==> src/rtl/pc_unit.sv <==
// Program-counter stage feeding Fetch: sequential advance, delay-slot redirects,
// stall hold with redirect capture, and a sticky freeze on illegal fetch addresses.
module pc_unit #(
  parameter logic [31:0] RESET_PC = 32'h0000_3000,
  parameter logic [31:0] IM_BASE  = 32'h0000_3000,
  parameter int unsigned IM_WORDS = 4096
) (
  input  logic        clk,
  input  logic        rst_n,
  input  logic        stall_i,
  input  logic        redirect_valid_i,
  input  logic [31:0] redirect_target_i,
  output logic [31:0] pc_o,
  output logic [31:0] pc_plus8_o,
  output logic        pending_o,
  output logic        addr_err_o,
  output logic [31:0] fetch_cnt_o
);

  typedef enum logic [1:0] {
    ST_RUN  = 2'b00,
    ST_PEND = 2'b01,
    ST_ERR  = 2'b11
  } state_t;

  // Upper bound kept in 33 bits so a window ending at 2^32 cannot alias to zero.
  localparam logic [32:0] IM_END = {1'b0, IM_BASE} + {IM_WORDS[30:0], 2'b00};

  state_t      r_state;
  logic [31:0] r_pc;
  logic [31:0] r_pend_tgt;
  logic [31:0] r_fetch_cnt;
  logic        r_addr_err;

  logic [31:0] w_cand;
  logic        w_legal;

  // Candidate PC for a non-stalled edge: live redirect, then pending, then sequential.
  always_comb begin
    // NOTE: default first so every path assigns w_cand and no latch is inferred.
    w_cand = r_pc + 32'd4;
    if (redirect_valid_i)
      w_cand = redirect_target_i;
    else if (r_state == ST_PEND)
      w_cand = r_pend_tgt;
  end

  assign w_legal = (w_cand[1:0] == 2'b00) && (w_cand >= IM_BASE) &&
                   ({1'b0, w_cand} < IM_END);

  always_ff @(posedge clk or negedge rst_n) begin
    if (!rst_n) begin
      r_state     <= ST_RUN;
      r_pc        <= RESET_PC;
      r_pend_tgt  <= '0;
      r_fetch_cnt <= '0;
      r_addr_err  <= 1'b0;
    end else begin
      // NOTE: non-blocking so every register samples pre-edge values of its peers.
      if (r_state != ST_ERR) begin
        if (stall_i) begin
          if (redirect_valid_i) begin
            r_pend_tgt <= redirect_target_i;
            r_state    <= ST_PEND;
          end
        end else if (w_legal) begin
          r_pc        <= w_cand;
          r_state     <= ST_RUN;
          r_fetch_cnt <= r_fetch_cnt + 32'd1;
        end else begin
          r_state    <= ST_ERR;
          r_addr_err <= 1'b1;
        end
      end
    end
  end

  assign pc_o        = r_pc;
  assign pc_plus8_o  = r_pc + 32'd8;
  assign pending_o   = (r_state == ST_PEND);
  assign addr_err_o  = r_addr_err;
  assign fetch_cnt_o = r_fetch_cnt;

endmodule

==> config.mk <==
export PLATFORM = sky130hd
export DESIGN_NAME = pc_unit
export DESIGN_NICKNAME = d
export VERILOG_FILES = /design/src/rtl/pc_unit.sv
export SDC_FILE = /design/constraint.sdc
export NUM_CORES = 1
export LEC_CHECK = 0
export ABC_AREA = 0
export CAP_MARGIN = 25
export CORE_MARGIN = 2
export CORE_UTILIZATION = 45
export DETAILED_ROUTE_END_ITERATION = 16
export GPL_ROUTABILITY_DRIVEN = 0
export PLACE_DENSITY = 0.76
export SYNTH_ARGS = -nofsm -noshare
export SYNTH_HDL_FRONTEND = slang
export SYNTH_SLANG_ARGS = --single-unit
==> constraint.sdc <==
create_clock -name clk -period 3.1 [get_ports clk]
set_input_delay 0.31 -clock clk [delete_from_list [all_inputs] [get_ports clk]]
set_output_delay 0.31 -clock clk [all_outputs]
set_load 0.05 [all_outputs]
==> impl_metrics.tcl, run 1 <==
set metrics [dict create \
    place_area_um2 7860 \
    yosysTopAreaCellShare 0.419 \
    seq_power_share 0.475 \
    startpoint_type "register" \
    grtUsageTotal 0.256 \
    vias_per_cell 5.89 \
    syn_avg_cell_area_um2 9.90 \
    ys_ff_latch 99 \
    yosys.area.top_type "dfrtp_1" \
    clkPwrFrac 0.429 \
    worstPathBufferInverterCount 4 \
    grt_pass1_wl_mm 28.4 \
    power.leakage_nw 3.84 \
    yosys_most_used_dff "dfrtp_1" \
    synth.area.top_cells "dfrtp_1 (42%), mux2_2 (6.2%), xor2_1 (6.2%), xnor2_1 (4.4%), nor2_1 (2.8%)" \
    worstPathCellList "nand4_4 > buf_4 > nor4_2 > buf_4 > mux2i_1 > a311oi_1 > buf_4 > nor4_4 > nand4_4 > buf_12 > nor4b_4 > xor2_1" \
    drt_wl_total_mm 18.4 \
    hp-class "reg -> reg" \
    worst_pin_slew_ns 0.676 \
    violations "setup timing" \
    max-clock-path-buffers 2 \
    nFillCells 898 \
    setup_viol 1 \
    layout_commonest_cell "clkdlybuf4s50_1" \
    p_int_mw 2.19 \
    start_util 0.461 \
    antenna_found_initial 0 \
    outcome "finished with violations" \
    post-dp-hpwl_mm 13.0 \
    crit_fanout 7 \
    wl_per_cell_um 19.4 \
    cts_buffers 9 \
    ctsRootBufferMaster "clkbuf_16" \
    ir_drop_uv 263 \
    sequential_cell_area_um2 2510 \
    syn_nets 624 \
    pin_count 134 \
    period_share 1.00 \
    crit_top_cell "buf_4" \
    arrival_ns 3.38 \
    grt_max_degree 54 \
    multi_input_area_um2 3380 \
    cts_tree "yes" \
    async_reset_ff_frac 1.00 \
    final_nets 812 \
    h-tree-depth 3 \
    fin_ws_ns -0.00150 \
    drc 0 \
    synth.distinct_cells 59 \
    core_area_um2 12600 \
    stdcell_count 950 \
    finalHoldViolations 0 \
    crit_required_ns 3.38 \
    rows 41 \
    diodes 0 \
    final-max-slew-violation-count 0 \
    pwr-share-comb 0.096 \
    gr-total-overflow 0 \
    slowest_delay_ns 0.61 \
    power_switching_share 0.247 \
    synth.cell_area_um2 5790 \
    worst_path_max_delay_cell "dfstp_2" \
    drive_above_1_share 0.332 \
    drtIter0Drc 520 \
    yosysSeqAreaShare 0.428 \
    fp.dieH_um 117 \
    path_delay_family "simple AND/OR/NAND/NOR gates" \
    synth_edf_count 0 \
    die_x_um 117 \
    postRouteAntennaNets 0 \
    worstSetupEndpointType "register" \
    ys_warn_count 0 \
    detail_route.first_pass.iterations 5 \
    vias 5600 \
    pwr_density_cell_nw_per_um2 335 \
    insertion_delay_ns 0.36 \
    grt_pass1_vias 5426 \
    final_area_um2 8670 \
    post-route-min-period_ns 3.10 \
    io_buffers 133 \
    fmax_mhz 322 \
    syn_to_final_growth_pct 49.7 \
    fin_worst_skew_ns 0.00907 \
    cts.sinks 99 \
    layout.cells.most_common_list "clkdlybuf4s50_1 (111), buf_4 (86), dfrtp_1 (74), nor2_1 (41), xor2_1 (40)" \
    rsz0062_at_grt "yes" \
    dieArea_um2 13800 \
    critical_path_class "reg -> reg" \
    synthCells 585 \
    path_clk_slew_ns 0.07 \
    max-slew-margin-rel 0.549 \
    dp_cells 914 \
    cap_viol_max_count 0 \
    switchingPower_mw 0.717 \
]
[cell usage after synthesis (2+ instances only)]
| master | n |
|---|---|
| buf_1 | 2 |
| nor2_1 | 43 |
| dfstp_2 | 2 |
| or3_1 | 9 |
| and3_1 | 11 |
| nor4_1 | 15 |
| nand4b_1 | 2 |
| nand2_1 | 39 |
| mux2_2 | 32 |
| nand4_4 | 3 |
| a311o_1 | 3 |
| dfrtp_1 | 97 |
| inv_1 | 10 |
| a311oi_1 | 5 |
| buf_4 | 9 |
| nor3_2 | 8 |
| nand2b_1 | 4 |
| o21ai_1 | 9 |
| a211oi_1 | 6 |
| buf_6 | 2 |
| a21oi_1 | 20 |
| buf_2 | 14 |
| nand4_1 | 21 |
| xnor2_1 | 29 |
| and2_1 | 21 |
| or4_1 | 7 |
| o31ai_1 | 8 |
| nor3_1 | 18 |
| a31o_2 | 4 |
| nand4_2 | 3 |
| and4_1 | 5 |
| xor2_1 | 41 |
| ha_1 | 3 |
| clkbuf_1 | 16 |
| nor4b_2 | 3 |
| a21o_1 | 4 |
| o31a_1 | 2 |
| a211o_1 | 2 |
| o21ai_0 | 11 |
| nand3_1 | 23 |
[power by group through the flow]
| stage | logic, mW | registers [mW] | clock network, mW |
|---|---|---|---|
| 5_1_grt | 0.300 | 1.39 | 1.31 |
| 4_1_cts | 0.272 | 1.38 | 1.27 |
| 6_report | 0.280 | 1.38 | 1.25 |
| 2_1_floorplan | 0.114 | 1.42 | 0 |
| 3_5_place_dp | 0.269 | 1.40 | 0 |
| 3_3_place_gp | 0.262 | 1.40 | 0 |
[what timing repair did]
item / CTS / global route
buffers inserted: 3 / 14
pin swaps: 2 / 30
hold buffers: 1 / 0
cloned: 0 / 2
hold endpoints to repair: 12 / 0
endpoints found under the setup margin: 12 / 67
resized for setup: 3 / 62
[kinds of logic (layout without fill, tap and decap cells)]
group	after synthesis	in the layout	share of synthesized area
and+or+nand+nor	242	242	0.248
DFF	99	99	0.428
AOI/OAI and AO/OA	83	83	0.0988
xor gates and xnor gates	70	70	0.106
buffers and inverters	54	247	0.0465
muxes	34	34	0.0659
adders and majority gates	3	3	0.00648
[metal layers]
| metal | share of wire | track usage |
|---|---|---|
| met4 | 0.042 | 0.121 |
| met2 | 0.48 | 0.402 |
| met5 | 0 | 0 |
| met1 | 0.39 | 0.327 |
| met3 | 0.097 | 0.0739 |
[per-stage QoR]
step	hold slack (ns)	TNS (ns)	setup slack, ns	util	total power, mW
after floorplan	0.0144	-0.575	-0.0847	-	1.53
after global placement	0.363	0	0.0325	0.625	1.66
after detailed placement	0.372	-0.0423	-0.0190	0.625	1.67
after CTS	0.476	0	0.000333	0.655	2.92
after global routing	0.506	-4.87	-0.186	0.690	3.00
final	0.468	-0.00150	-0.00150	0.690	2.91
[sequential cells by signal, summed over array words and instances (netlist names)]
name	flops
r_state	2
addr_err_o	1
fetch_cnt_o	32
r_pend_tgt	32
pc_o	32
[final timing paths]
check,start,to,slack [ns],cells past startpoint
min reg2reg,addr_err_o,addr_err_o,0.47,1
min,addr_err_o,addr_err_o,0.47,1
min in group asynchronous,rst_n,r_pend_tgt[27],0.52,2
max in group asynchronous,rst_n,pc_o[18],1.87,3
max,pc_o[13],fetch_cnt_o[25],-0.001,12
max reg2reg,pc_o[13],fetch_cnt_o[25],-0.001,12
[final cells by class]
class,count,share of cell area
clock buffers,9,0.0260
clock inverters,7,0.0117
inverters,11,0.00476
multi-input cells,432,0.391
flip-flops and latches,99,0.289
well taps,172,0.0248
repair buffers,220,0.253
(Power assumes the default switching activity.)
==> inputs of run 2 (changes only) <==
- CTS_CLUSTER_DIAMETER: not set -> 30
==> results of run 2 <==
The final DEF is identical to that of run 1; final timing and power are the same.
==> patch, RTL diff (flow settings as in run 2) <==
Register the output `fetch_cnt_o` once more, with the module's reset; this adds one clock of latency there. The other outputs are not delayed to match.
--- a/src/rtl/pc_unit.sv
+++ b/src/rtl/pc_unit.sv
@@ -81,3 +81,9 @@
   assign addr_err_o  = r_addr_err;
-  assign fetch_cnt_o = r_fetch_cnt;
+  always_ff @(posedge clk or negedge rst_n) begin
+    if (!rst_n) begin
+      fetch_cnt_o <= '0;
+    end else begin
+      fetch_cnt_o <= r_fetch_cnt;
+    end
+  end
 
Formal check against the unedited RTL: not equivalent (Yosys sat finds a counterexample within 4 cycles, from zero or initial values and one cycle with rst_n low).
==> patch against run 2 <==
- the flow still finishes with violations (negative setup slack)
- setup slack got worse by 0.10 ns
- sequential share of layout area increased by 5.9 points
- design area increased by 9.2%
- first-iteration DRC count is 4.4% higher
- clock power grew 64%
- via count is 2.8% lower
- total power up 46%
- sequential cell count increased by 32
- die area rose by 9.9%
- routed wire length fell by 3.1%
- non-clock buffer count down 20
- synthesized area rose by 10%
- largest cell class is now registers
- largest power group is now the clock network
- highest routed layer unchanged
==> patch: results (changes against run 2) <==
outcome -> complete, but fails checks
failing checks -> negative setup slack
Fin Clk Skew -> 0.00720 ns (-0.00187 ns)
Final #Nets -> 816 (+0.49%)
syn_nets -> 636 (+1.9%)
EDFF count, synth -> 0 (unchanged)
Clock Latency Late Sink -> 0.42 ns (+0.06 ns)
gr usage total -> 0.244 (-0.0127)
drt total wl -> 17800 um (-3.1%)
Netlist cell types -> 56 (-5.1%)
layout cells sized above 1 -> 0.288 (-0.0439)
Tightest Pin Transition -> 0.907 ns (+0.231 ns)
Worst Slack Setup Final -> -0.105 ns (-0.104 ns)
worst endpoint data arrival time -> 3.55 ns (+0.17 ns)
CP max FO -> 31 (+24)
Clock transition at path regs -> 0.06 ns
P_leak -> 4.40 nW (+15%)
FILL cells -> 967 (+7.7%)
HPWL Detailed -> 12200 um (-6.0%)
Worst setup startpoint -> pc_o[12]
Max stage delay on crit path -> 0.64 ns (+0.03 ns)
Post-synth ARST share -> 1.00 (unchanged)
top cells by area, synth -> dfrtp_1, mux2_2, xor2_1
initial antenna violation count -> 0 (unchanged)
1st-iter DRT viols -> 543 (+4.4%)
I/O Buffers -> 133 (unchanged)
CTS H-tree depth -> 4 (+1)
slowest stage cell, crit path -> dfstp_4
Finish-stage setup viols -> 37 (+36)
largest net degree at the start of global routing -> 130 (+140%)
CTS Buf Count -> 17 (+8)
vias in the first global route -> 5516 (+1.7%)
Root Buffer -> clkbuf_16
maximum vdd drop -> 360 uV (+37%)
worst min path class -> input port to async pin
total negative slack -> -1.68 ns (-1.68 ns)
Post-synth top flop -> dfrtp_1
yosys warns -> 0 (unchanged)
top cells by instance count after synthesis -> dfrtp_1, nand2_1, xor2_1
drt pass-1 iters -> 5 (unchanged)
global-route wire length before repair -> 28200 um (-0.73%)
Ant. Diodes -> 0 (unchanged)
routed vias -> 5445 (-2.8%)
register area share after synthesis -> 0.514 (+0.0854)
-- patch: final cells by class --
| class | instances | area (sq um) | area share |
|---|---|---|---|
| inverter | 23 | 86.3 | 0.00913 |
| clock inverter | 14 | 178 | 0.0188 |
| timing repair buffer | 200 | 2000 | 0.212 |
| tap | 180 | 225 | 0.0238 |
| sequential | 131 | 3300 | 0.349 |
| multi-input combinational | 404 | 3250 | 0.343 |
| clock buffer | 17 | 425 | 0.0450 |
-- patch: final timing paths --
check | cells past startpoint | end | slack, ns
setup / recovery | 10 | r_fetch_cnt[23] | -0.11
hold / removal | 2 | r_pend_tgt[20] | 0.22
setup reg to reg | 10 | r_fetch_cnt[23] | -0.11
hold reg to reg | 0 | fetch_cnt_o[5] | 0.40
max in group asynchronous | 3 | pc_o[14] | 1.98
min in group clk | 0 | fetch_cnt_o[5] | 0.40
-- patch: layer usage --
| metal | vias up | part of all wire | track usage |
|---|---|---|---|
| li1 | 2460 | - | - |
| met1 | 2668 | 0.40 | 0.310 |
| met2 | 267 | 0.50 | 0.399 |
| met3 | 50 | 0.064 | 0.0563 |
| met4 | 0 | 0.031 | 0.105 |
| met5 | - | 0 | 0 |
-- patch: critical path, delay by kind of cell, from the launching register on --
| family | cells | cell delay [ns] |
|---|---|---|
| flops | 1 | 0.64 |
| xor+xnor | 2 | 0.35 |
| simple gates | 5 | 1.47 |
| compound gates | 2 | 0.41 |
| buf+inv | 1 | 0.24 |
-- patch: repair_timing --
action                                  CTS  global route
gates resized for setup                  36            34
hold buffers                              1             0
hold endpoints to repair                  2             0
endpoints found under the setup margin   22            60
pin swaps                                21            25
cloned                                    1             0
setup buffers                             6             6
-- patch: kinds of logic (layout without fill, tap and decap cells) --
family | after synthesis | in the layout | share of synthesized area
multiplexers | 39 | 39 | 0.0682
AO/OA/AOI/OAI | 71 | 71 | 0.0745
buffers and inverters | 62 | 254 | 0.0435
XOR/XNOR | 73 | 73 | 0.100
adder cells (fa/ha/maj) | 3 | 3 | 0.00588
flip-flops | 131 | 131 | 0.514
AND/OR/NAND/NOR | 218 | 218 | 0.194
-- patch: where the power goes --
part / internal, mW / switching, mW / total (mW)
Combinational: 0.161 / 0.212 / 0.373
Clock: 1.27 / 0.776 / 2.05
Sequential: 1.77 / 0.0448 / 1.82
Total: 3.20 / 1.03 / 4.23
-- patch: through the flow --
step / std cells / cell area (sq um) / setup slack (ns)
after detailed placement: 925 / 8380 / -0.139
final: 969 / 9460 / -0.105
after global placement: 925 / 8380 / 0.0218
after global routing: 969 / 9460 / -0.220
after floorplan: 597 / 6520 / -0.117
after CTS: 963 / 9240 / -0.117
